$ cat config.mk
export PLATFORM = sky130hd
export DESIGN_NAME = xfer_ctrl_fsm
export DESIGN_NICKNAME = d
export VERILOG_FILES = /design/src/rtl/xfer_ctrl_fsm.sv
export SDC_FILE = /design/constraint.sdc
export NUM_CORES = 1
export LEC_CHECK = 0
export CORE_AREA = 2 2 39 41
export DETAILED_ROUTE_END_ITERATION = 10
export DIE_AREA = 0 0 41 43
export PLACE_DENSITY = 0.68
export SETUP_SLACK_MARGIN = 0.15
export SYNTH_ARGS = -nofsm -noshare
export SYNTH_HDL_FRONTEND = slang
export SYNTH_SLANG_ARGS = --single-unit
$ cat constraint.sdc
create_clock -name clk -period 1.25 [get_ports clk]
set_input_delay 0.375 -clock clk [delete_from_list [all_inputs] [get_ports clk]]
set_output_delay 0.375 -clock clk [all_outputs]
set_load 0.03 [all_outputs]
$ cat src/rtl/xfer_ctrl_fsm.sv
// Moore control sequencer for a serial A -> C transfer with optional B latch.
// Strobes are registered and always reflect the state being entered, so they never depend combinationally on inputs.
module xfer_ctrl_fsm #(
    parameter int WIDTH = 8,
    parameter int CNT_W = $clog2(WIDTH)
) (
    input  logic clk,
    input  logic reset,
    input  logic start_a,
    input  logic load_b,
    output logic shift_a,
    output logic latch_b,
    output logic latch_c,
    output logic shift_c,
    output logic start_c
);

    typedef enum logic [2:0] {
        IDLE    = 3'd0,
        LOAD_B  = 3'd1,
        SHIFT_A = 3'd2,
        LATCH_C = 3'd3,
        START_C = 3'd4,
        SHIFT_C = 3'd5
    } state_t;

    localparam logic [CNT_W-1:0] CNT_LAST = CNT_W'(WIDTH - 1);

    state_t           state;
    logic [CNT_W-1:0] cnt;

    // Every branch assigns the strobe of the next state; the defaults keep the outputs one-hot or all zero.
    always_ff @(posedge clk) begin
        if (!reset) begin
            state   <= IDLE;
            cnt     <= '0;
            shift_a <= 1'b0;
            latch_b <= 1'b0;
            latch_c <= 1'b0;
            shift_c <= 1'b0;
            start_c <= 1'b0;
        end else begin
            shift_a <= 1'b0;
            latch_b <= 1'b0;
            latch_c <= 1'b0;
            shift_c <= 1'b0;
            start_c <= 1'b0;
            cnt     <= '0;
            case (state)
                IDLE: begin
                    if (start_a) begin
                        if (load_b) begin
                            state   <= LOAD_B;
                            latch_b <= 1'b1;
                        end else begin
                            state   <= SHIFT_A;
                            shift_a <= 1'b1;
                        end
                    end
                end
                LOAD_B: begin
                    state   <= SHIFT_A;
                    shift_a <= 1'b1;
                end
                SHIFT_A: begin
                    if (cnt == CNT_LAST) begin
                        state   <= LATCH_C;
                        latch_c <= 1'b1;
                    end else begin
                        cnt     <= cnt + 1'b1;
                        shift_a <= 1'b1;
                    end
                end
                LATCH_C: begin
                    state   <= START_C;
                    start_c <= 1'b1;
                end
                START_C: begin
                    state   <= SHIFT_C;
                    shift_c <= 1'b1;
                end
                SHIFT_C: begin
                    if (cnt == CNT_LAST) begin
                        state <= IDLE;
                    end else begin
                        cnt     <= cnt + 1'b1;
                        shift_c <= 1'b1;
                    end
                end
                default: state <= IDLE;
            endcase
        end
    end

endmodule

==> results of run 1 <==
power by group through the flow:
stage	registers, mW	logic [mW]	clock network (mW)
6_report	0.379	0.114	0.246
5_1_grt	0.381	0.124	0.265
4_1_cts	0.377	0.105	0.256
3_5_place_dp	0.385	0.0965	0
3_3_place_gp	0.384	0.0949	0
2_1_floorplan	0.390	0.0513	0
layer usage:
metal | global-route usage (%) | routed length, um | vias to the layer above
li1 | - | - | 190
met1 | 12.3 | 390 | 170
met2 | 20.6 | 481 | 8
met3 | 1.57 | 21 | 4
met4 | 14.0 | 39 | 0
met5 | 0 | 0 | -
cell type report:
| cell class | count | area share (%) |
|---|---|---|
| multi-input cells | 32 | 39.1 |
| repair buffers | 15 | 20.5 |
| clock buffers | 4 | 3.84 |
| flip-flops and latches | 11 | 33.6 |
| well taps | 16 | 2.93 |
worst max-delay path, cell delays in order, from the launching register on:
cell     delay (ps)
dfxtp_2         330
ha_4            160
ha_4            170
or3b_4          370
a21oi_2         110
synthesized netlist by cell type:
| cell | number | area share (%) |
|---|---|---|
| buf_6 | 1 | 2.5 |
| dfxtp_1 | 11 | 49 |
| nor4_1 | 1 | 1.4 |
| o31a_1 | 1 | 2.0 |
| ha_1 | 2 | 5.6 |
| nand2_1 | 2 | 1.7 |
| nand2b_1 | 3 | 4.2 |
| nor3_1 | 2 | 2.2 |
| o21a_1 | 1 | 1.7 |
| or3b_2 | 1 | 2.0 |
| or3b_1 | 1 | 2.0 |
| a21oi_1 | 3 | 3.4 |
| and2_1 | 3 | 4.2 |
| a21oi_2 | 1 | 2.0 |
| nor2b_2 | 1 | 2.0 |
| o21bai_1 | 1 | 1.7 |
| nor3b_1 | 2 | 3.4 |
| nor2_1 | 4 | 3.4 |
| nor2b_1 | 1 | 1.4 |
| nand3b_1 | 2 | 3.4 |
| buf_2 | 1 | 1.1 |
kinds of logic after synthesis:
kind of cell             count (synthesis)
AO/OA/AOI/OAI                            7
adder cells (fa/ha/maj)                  2
buffers and inverters                    2
flip-flops                              11
AND/OR/NAND/NOR                         23
repair_timing:
| action | 4_1_cts | 5_1_grt |
|---|---|---|
| buffers inserted | 2 | 0 |
| pin swaps | 6 | 2 |
| gates resized for setup | 13 | 8 |
| hold endpoints to repair | 0 | 0 |
| endpoints found under the setup margin | 11 | 14 |
flip-flops by register name (all words and copies together), names as in the netlist:
signal,count
cnt,3
latch_b,1
latch_c,1
shift_a,1
shift_c,1
start_c,1
state,3
final timing paths:
| kind | from | end | slack, ps | cells past startpoint |
|---|---|---|---|---|
| setup / recovery | cnt[0] | shift_a | 60 | 4 |
| hold / removal | start_a | latch_b | 380 | 3 |
| setup reg to reg | cnt[0] | shift_a | 60 | 4 |
| hold reg to reg | cnt[0] | cnt[0] | 510 | 2 |
stage by stage:
stage                     instance area, um2  cells  setup slack, ps
after global placement                   586     72             -158
after global routing                     684     78             37.1
final                                    684     78             63.5
after floorplan                          477     45             78.9
after detailed placement                 586     72             -192
after CTS                                657     78             56.2
==> impl_metrics.env, run 1 <==
export IMPL_status="finished clean"
export IMPL_setup_tns_ps=0
export IMPL_ys_seq_area_share_pct=49.2
export IMPL_synth_simple_area_share_pct=31.0
export IMPL_drt_wl_total_um=932
export IMPL_final_seq_area_um2=230
export IMPL_synthMuxAreaShare_pct=0
export IMPL_period_needed_ps=1190
export IMPL_yosysWarnings=0
export IMPL_grt_max_degree=9
export IMPL_die_area_mm2=0.00176
export IMPL_clkPwrFrac_pct=33.3
export IMPL_synthesis_nets=51
export IMPL_holdWs_ps=381
export IMPL_netlist_area_um2=448
export IMPL_cp_start_kind="flop"
export IMPL_num_io_pins=9
export IMPL_area_growth_pct=52.8
export IMPL_cts_sinks=11
export IMPL_portBuffers=8
export IMPL_seq_power_share_pct=51.3
export IMPL_tritoncts="yes"
export IMPL_p_sw_share_pct=25.2
export IMPL_final_common_cell="dfxtp_2"
export IMPL_maxSlewViolCount=0
export IMPL_switchingPower_mw=0.187
export IMPL_rows=14
export IMPL_maxCapViolations=0
export IMPL_maxSlewHeadroom_pct=85.8
export IMPL_die_w_um=41
export IMPL_routabilityCongestion=0.639
export IMPL_postLayoutCoreUtil_pct=49.5
export IMPL_cts_buffer_depth=2
export IMPL_synth_compound_area_share_pct=10.6
export IMPL_synth_top_family_by_area="simple AND/OR/NAND/NOR gates"
export IMPL_setup_viol=0
export IMPL_grt_pass1_wl_um=1430
export IMPL_synthDistinctLibCells=21
export IMPL_hp_class="in -> reg"
export IMPL_skew_ps=6.77
export IMPL_finalHoldViolations=0
export IMPL_insertion_delay_ps=270
export IMPL_drt_pass1_iterations=1
export IMPL_intPower_mw=0.553
export IMPL_ant_nets=0
export IMPL_diodes=0
export IMPL_fmax_ghz=0.843
export IMPL_fin_crit_sh_pct=94.9
export IMPL_path_clk_slew_ps=70
export IMPL_peakVddDrop_uv=471
export IMPL_nets=69
export IMPL_die_y_um=43
export IMPL_first_iter_violations=0
export IMPL_worst_setup_path_type="reg -> reg"
export IMPL_tightest_slew_ps=211
export IMPL_synthAdderAreaFrac_pct=5.59
export IMPL_initial_utilization_pct=32.4
export IMPL_antenna_found_initial=0
export IMPL_worstPathMaxFanout=5
export IMPL_nFillCells=131
export IMPL_synth_xor_area_share_pct=0
export IMPL_combPwrFrac_pct=15.4
export IMPL_syn_inst=45
export IMPL_cts_hold_buf=0
export IMPL_critPathArrivalTime_ps=1400
export IMPL_report_power_total_mw=0.740
export IMPL_core_mm2=0.00138
export IMPL_cts_buffers=3
export IMPL_rsz0062_at_grt="true"
export IMPL_cp_required_ps=1470
export IMPL_multi_input_area_um2=268
export IMPL_powerDensity_mw_per_mm2=1080
export IMPL_syn_avg_cell_area_um2=9.95
export IMPL_root_buffer="clkbuf_4"
export IMPL_final_cell_mix="dfxtp_2, buf_4, buf_6"
export IMPL_grt_pass1_vias=349
export IMPL_vias_per_cell=4.77
export IMPL_via_count=372
export IMPL_end_kind="flop"
export IMPL_grt_remaining_overflow=0
export IMPL_dp_hpwl_um=640
export IMPL_leakage_nw=0.294
export IMPL_cts_htree_levels=1
export IMPL_drive_gt1_share_pct=54.8
export IMPL_drc_errors=0
export IMPL_grt_usage_pct=12.9
export IMPL_wire_per_inst_um=11.9
export IMPL_ys_ff_latch=11
Power figures use the tool's default switching activity.
==> run 2, diff against run 1 <==
--- a/config.mk
+++ b/config.mk
@@ -5,10 +5,12 @@
 export SDC_FILE = /design/constraint.sdc
 export NUM_CORES = 1
 export LEC_CHECK = 0
+export ABC_CLOCK_PERIOD_IN_PS = 1250
 export CORE_AREA = 2 2 39 41
 export DETAILED_ROUTE_END_ITERATION = 10
 export DIE_AREA = 0 0 41 43
-export PLACE_DENSITY = 0.68
+export DONT_BUFFER_PORTS = 1
+export PLACE_DENSITY = 0.59
 export SETUP_SLACK_MARGIN = 0.15
 export SYNTH_ARGS = -nofsm -noshare
 export SYNTH_HDL_FRONTEND = slang
==> run 2 against run 1 <==
Fmax up 0.14%. Sequential cell count unchanged. Clock skew down 3.3 ps. Global-route usage fell by 1.8 points. Via count is 12% lower. Die area unchanged. Setup slack improved by 1.7 ps. Sequential power is 3% higher. Critical path type unchanged. Largest power group unchanged.
==> impl_metrics.env, run 2 (same netlist as run 1, synthesis figures left out) <==
export IMPL_grt_pass1_wl_um=1210
export IMPL_via_count=328
export IMPL_nets=58
export IMPL_grt_usage_pct=11.1
export IMPL_grt_pass1_vias=290
export IMPL_routabilityCongestion=0.639
export IMPL_initial_utilization_pct=32.4
export IMPL_critPathArrivalTime_ps=1390
export IMPL_drive_gt1_share_pct=41.2
export IMPL_wire_per_inst_um=11.1
export IMPL_drt_pass1_iterations=2
export IMPL_antenna_found_initial=0
export IMPL_final_cell_mix="dfxtp_2, dfxtp_1, nor2_1, buf_4"
export IMPL_drc_errors=0
export IMPL_rsz0062_at_grt="true"
export IMPL_ant_nets=0
export IMPL_worst_slack_ps=65.2
export IMPL_area_growth_pct=24.0
export IMPL_top_regs="cnt (3), state (3)"
export IMPL_nFillCells=145
export IMPL_powerDensity_mw_per_mm2=1250
export IMPL_rows=14
export IMPL_fmax_ghz=0.844
export IMPL_num_io_pins=9
export IMPL_end_kind="flop"
export IMPL_cts_hold_buf=0
export IMPL_cp_required_ps=1460
export IMPL_hp_class="in -> reg"
export IMPL_dp_hpwl_um=531
export IMPL_root_buffer="clkbuf_4"
export IMPL_tightest_slew_ps=290
export IMPL_status="finished clean"
export IMPL_finalHoldViolations=0
export IMPL_cpMostUsedCell="ha_4"
export IMPL_core_mm2=0.00138
export IMPL_first_iter_violations=4
export IMPL_setup_tns_ps=0
export IMPL_cts_buffer_depth=2
export IMPL_cts_htree_levels=1
export IMPL_die_area_mm2=0.00176
export IMPL_maxCapViolations=0
export IMPL_maxSlewViolCount=0
export IMPL_fin_area_um2=556
export IMPL_instances_no_fill=67
export IMPL_tritoncts="yes"
export IMPL_die_y_um=43
export IMPL_die_w_um=41
export IMPL_placed_area_um2=503
export IMPL_worst_setup_path_type="reg -> reg"
export IMPL_path_clk_slew_ps=70
export IMPL_cpPeakStageDelay_ps=370
export IMPL_peakVddDrop_uv=593
export IMPL_place_inst=62
export IMPL_path_cells="ha_4 > ha_4 > or3b_4 > a21oi_2"
export IMPL_cts_sinks=11
export IMPL_holdWs_ps=227
export IMPL_critical_path_slowest_cell="or3b_4"
export IMPL_cp_start_kind="flop"
export IMPL_drt_wl_total_um=743
export IMPL_report_power_total_mw=0.693
export IMPL_skew_ps=3.42
export IMPL_insertion_delay_ps=260
export IMPL_place_ws_ps=51.1
export IMPL_fin_crit_sh_pct=94.8
export IMPL_period_needed_ps=1180
export IMPL_leakage_nw=0.213
export IMPL_postLayoutCoreUtil_pct=40.1
export IMPL_vias_per_cell=4.90
export IMPL_portBuffers=0
export IMPL_setup_viol=0
export IMPL_cts_buffers=3
export IMPL_grt_max_degree=7
export IMPL_maxSlewHeadroom_pct=80.6
export IMPL_grt_remaining_overflow=0
export IMPL_final_common_cell="dfxtp_2"
export IMPL_diodes=0
export IMPL_worstPathMaxFanout=5
run 2: routing by layer:
metal	track usage, %	vias up	part of all wire, %
li1	-	166	-
met1	13.0	152	45
met2	14.4	10	48
met3	7.85	0	7.0
met4	6.00	0	0
met5	0	-	0
run 2: cell type report:
cell class | instances | area [um2] | share of cell area (%)
Multi-Input combinational cell | 32 | 251 | 45.3
Timing Repair Buffer | 4 | 30.0 | 5.41
Clock buffer | 4 | 26.3 | 4.73
Tap cell | 16 | 20.0 | 3.60
Sequential cell | 11 | 228 | 41.0
run 2: critical path, delay by kind of cell (launching register included):
| kind | cells | cell delay (ps) |
|---|---|---|
| adder cells (fa/ha/maj) | 2 | 320 |
| AND/OR/NAND/NOR | 1 | 370 |
| flip-flops | 1 | 340 |
| AO/OA/AOI/OAI | 1 | 110 |
run 2: power by group:
part           leakage (nW)  internal, mW  total (mW)  switching, mW
Combinational         0.105        0.0374      0.0648         0.0274
Clock                0.0150         0.123       0.239          0.115
Sequential           0.0922         0.366       0.389         0.0229
Total                 0.213         0.527       0.693          0.166
run 2: path summary, 6_finish.rpt:
kind | startpoint | end | slack [ps] | cells past startpoint
hold reg to reg | state[1] | latch_b | 450 | 1
setup reg to reg | cnt[0] | shift_a | 70 | 4
hold / removal | load_b | latch_b | 230 | 2
setup / recovery | cnt[0] | shift_a | 70 | 4
run 2: repair_timing:
| action | 4_1_cts | 5_1_grt |
|---|---|---|
| endpoints found under the setup margin | 10 | 8 |
| gates resized for setup | 5 | 3 |
| pin swaps | 4 | 1 |
| setup buffers | 1 | 0 |
==> run 3, diff against run 2 <==
--- a/config.mk
+++ b/config.mk
@@ -5,12 +5,13 @@
 export SDC_FILE = /design/constraint.sdc
 export NUM_CORES = 1
 export LEC_CHECK = 0
+export ABC_AREA = 1
 export ABC_CLOCK_PERIOD_IN_PS = 1250
 export CORE_AREA = 2 2 39 41
 export DETAILED_ROUTE_END_ITERATION = 10
 export DIE_AREA = 0 0 41 43
 export DONT_BUFFER_PORTS = 1
-export PLACE_DENSITY = 0.59
+export PLACE_DENSITY = 0.6
 export SETUP_SLACK_MARGIN = 0.15
 export SYNTH_ARGS = -nofsm -noshare
 export SYNTH_HDL_FRONTEND = slang
==> run 3 against run 2 <==
Via count rose by 20%. Hold slack improved by 22 ps. Sequential share of layout area fell by 2.2 points. Die area did not move. Critical path type unchanged. Clock-buffer cell count did not move. Fmax rose by 0.66%. Routed wire length rose by 17%. Cell area rose by 6.3%. Clock power barely moved.
==> impl_metrics.env, run 3 <==
export IMPL_antenna_found_initial=0
export IMPL_maxSlewViolCount=0
export IMPL_insertion_delay_ps=270
export IMPL_worst_setup_path_type="reg -> reg"
export IMPL_cpPeakStageDelay_ps=330
export IMPL_crit_reg2reg_capture="state[1]"
export IMPL_cp_top_family="flip-flops"
export IMPL_async_reset_ff_share_pct=0
export IMPL_dp_hpwl_um=570
export IMPL_synth_most_common_cell="dfxtp_1"
export IMPL_vias_per_cell=4.94
export IMPL_cts_buffer_depth=2
export IMPL_synth_edf_count=0
export IMPL_synthesis_nets=64
export IMPL_cp_start_kind="flop"
export IMPL_final_seq_area_um2=229
export IMPL_critPathArrivalTime_ps=1330
export IMPL_finalHoldViolations=0
export IMPL_rrSetupSlack_ps=70
export IMPL_worst_slack_ps=72.9
export IMPL_period_needed_ps=1180
export IMPL_area_growth_pct=27.6
export IMPL_final_cell_mix="nand2_1, inv_1, dfxtp_2"
export IMPL_synthDistinctLibCells=16
export IMPL_hold_depth=2
export IMPL_cts_buffers=3
export IMPL_syn_inst=58
export IMPL_rsz0062_at_grt="true"
export IMPL_tritoncts="yes"
export IMPL_cpMostUsedCell="ha_4"
export IMPL_grt_pass1_vias=364
export IMPL_grt_max_degree=8
export IMPL_p_sw_share_pct=39.7
export IMPL_maxCapViolations=0
export IMPL_syn_avg_cell_area_um2=7.98
export IMPL_path_cells="ha_4 > ha_4 > inv_4 > nand3_4 > nand2_2 > nor2_2 > nand2_1 > a21oi_2"
export IMPL_skew_ps=2.94
export IMPL_cp_required_ps=1400
export IMPL_path_clk_slew_ps=60
export IMPL_switchingPower_mw=0.460
export IMPL_cp_num_buf_inv=1
export IMPL_drt_wl_total_um=872
export IMPL_worstHoldStart="reset"
export IMPL_postLayoutCoreUtil_pct=42.7
export IMPL_nets=71
export IMPL_initial_utilization_pct=33.5
export IMPL_ys_ff_latch=11
export IMPL_root_buffer="clkbuf_4"
export IMPL_end_kind="flop"
export IMPL_synth_top_cell_by_area="dfxtp_1"
export IMPL_place_ws_ps=38.6
export IMPL_ant_nets=0
export IMPL_netlist_top_cells_area="dfxtp_1, nand2_1, nand3_1"
export IMPL_cts_sinks=11
export IMPL_grt_pass1_wl_um=1460
export IMPL_seq_power_share_pct=47.0
export IMPL_first_iter_violations=6
export IMPL_diodes=0
export IMPL_grt_remaining_overflow=0
export IMPL_multi_input_area_um2=255
export IMPL_nFillCells=149
export IMPL_reg2regPathDepth=8
export IMPL_yosysTopAreaCellShare_pct=47.6
export IMPL_setup_tns_ps=0
export IMPL_via_count=395
export IMPL_whs_endpoint="state[0]"
export IMPL_drt_pass1_iterations=4
export IMPL_wire_per_inst_um=10.9
export IMPL_intPower_mw=0.699
export IMPL_top_regs="cnt (3), state (3)"
export IMPL_die_area_mm2=0.00176
export IMPL_final_common_cell="nand2_1"
export IMPL_maxSlewHeadroom_pct=81.9
export IMPL_drive_gt1_share_pct=43.8
export IMPL_hp_class="in -> reg"
export IMPL_grtUsageMet3_pct=9.42
export IMPL_worstReg2RegStart="cnt[0]"
export IMPL_powerDensity_mw_per_mm2=1960
export IMPL_drc_errors=0
export IMPL_yosysWarnings=0
export IMPL_rows=14
export IMPL_peakVddDrop_uv=737
export IMPL_leakage_nw=0.244
export IMPL_die_w_um=41
export IMPL_use_met2_pct=19.7
export IMPL_num_io_pins=9
export IMPL_ys_seq_area_share_pct=47.6
export IMPL_tightest_slew_ps=272
export IMPL_core_mm2=0.00138
export IMPL_holdWs_ps=249
export IMPL_netlist_area_um2=463
export IMPL_die_y_um=43
export IMPL_setup_viol=0
export IMPL_status="finished clean"
export IMPL_routabilityCongestion=0.738
export IMPL_portBuffers=0
export IMPL_worstPathMaxFanout=4
export IMPL_place_inst=74
export IMPL_instances_no_fill=80
export IMPL_fmax_ghz=0.850
export IMPL_yosys_most_used_dff="dfxtp_1"
export IMPL_synth_cells_most_frequent="dfxtp_1, nand2_1, inv_1, nand3_1, nor2_1"
export IMPL_grt_usage_pct=13.4
export IMPL_use_met1_pct=13.1
export IMPL_critical_path_slowest_cell="dfxtp_2"
export IMPL_cts_htree_levels=1
export IMPL_top_usage_layer="met2"
export IMPL_combPwrFrac_pct=32.5
export IMPL_clkPwrFrac_pct=20.5
export IMPL_fin_crit_sh_pct=94.2
-- run 3: cell types whose count changed after synthesis, sizes merged, moves of 3 or more --
cell / previous run / this run
nand3: 0 / 8
inv: 0 / 10
nand2: 2 / 10
nand2b: 3 / 0
and2: 3 / 0
nor2: 4 / 8
-- run 3: cell families (layout without fill, tap and decap cells) --
group,after synthesis,after routing,synth area share (%)
DFF,11,11,47.6
buffers and inverters,11,17,9.19
and+or+nand+nor,28,28,30.0
adders and majority gates,2,2,5.40
AOI/OAI and AO/OA,6,6,7.84
-- run 3: worst max-delay path by stage --
stage,from,end,slack [ps],cells after the start
after floorplan,cnt[0],state[1],110,8
after detailed placement,cnt[0],state[1],40,8
after global routing,cnt[0],state[1],10,8
final,cnt[0],state[1],70,8
after CTS,cnt[0],state[1],90,8
after global placement,cnt[0],state[1],40,8
-- run 3: power groups by stage --
stage | registers [mW] | clock network, mW | logic (mW)
CTS | 0.536 | 0.250 | 0.340
global placement | 0.536 | 0 | 0.314
global route | 0.556 | 0.269 | 0.432
floorplan | 0.527 | 0 | 0.273
finish | 0.544 | 0.237 | 0.377
detailed placement | 0.535 | 0 | 0.318
-- run 3: through the flow --
step	instance area, um2	power (mW)
after floorplan	490	0.801
final	591	1.16
after CTS	556	1.13
after global placement	510	0.849
after global routing	591	1.26
after detailed placement	510	0.853
-- run 3: routing by layer --
metal,share of wire [%],vias up,wire [um]
met4,2.4,0,21
met5,0,-,0
met3,5.6,4,49
met2,54,10,469
met1,38,180,332
li1,-,201,-
-- run 3: area by class of cell --
type,instances,area share (%)
sequential,11,38.8
inverter,11,7.63
clock buffer,4,4.45
tap,16,3.39
timing repair buffer,2,2.54
multi-input combinational,36,43.2
-- run 3: what timing repair did --
action / in CTS / in global routing
setup buffers: 0 / 2
endpoints found under the setup margin: 8 / 8
hold buffers: 0 / 0
pin swaps: 2 / 4
cloned: 0 / 0
resized for setup: 8 / 4
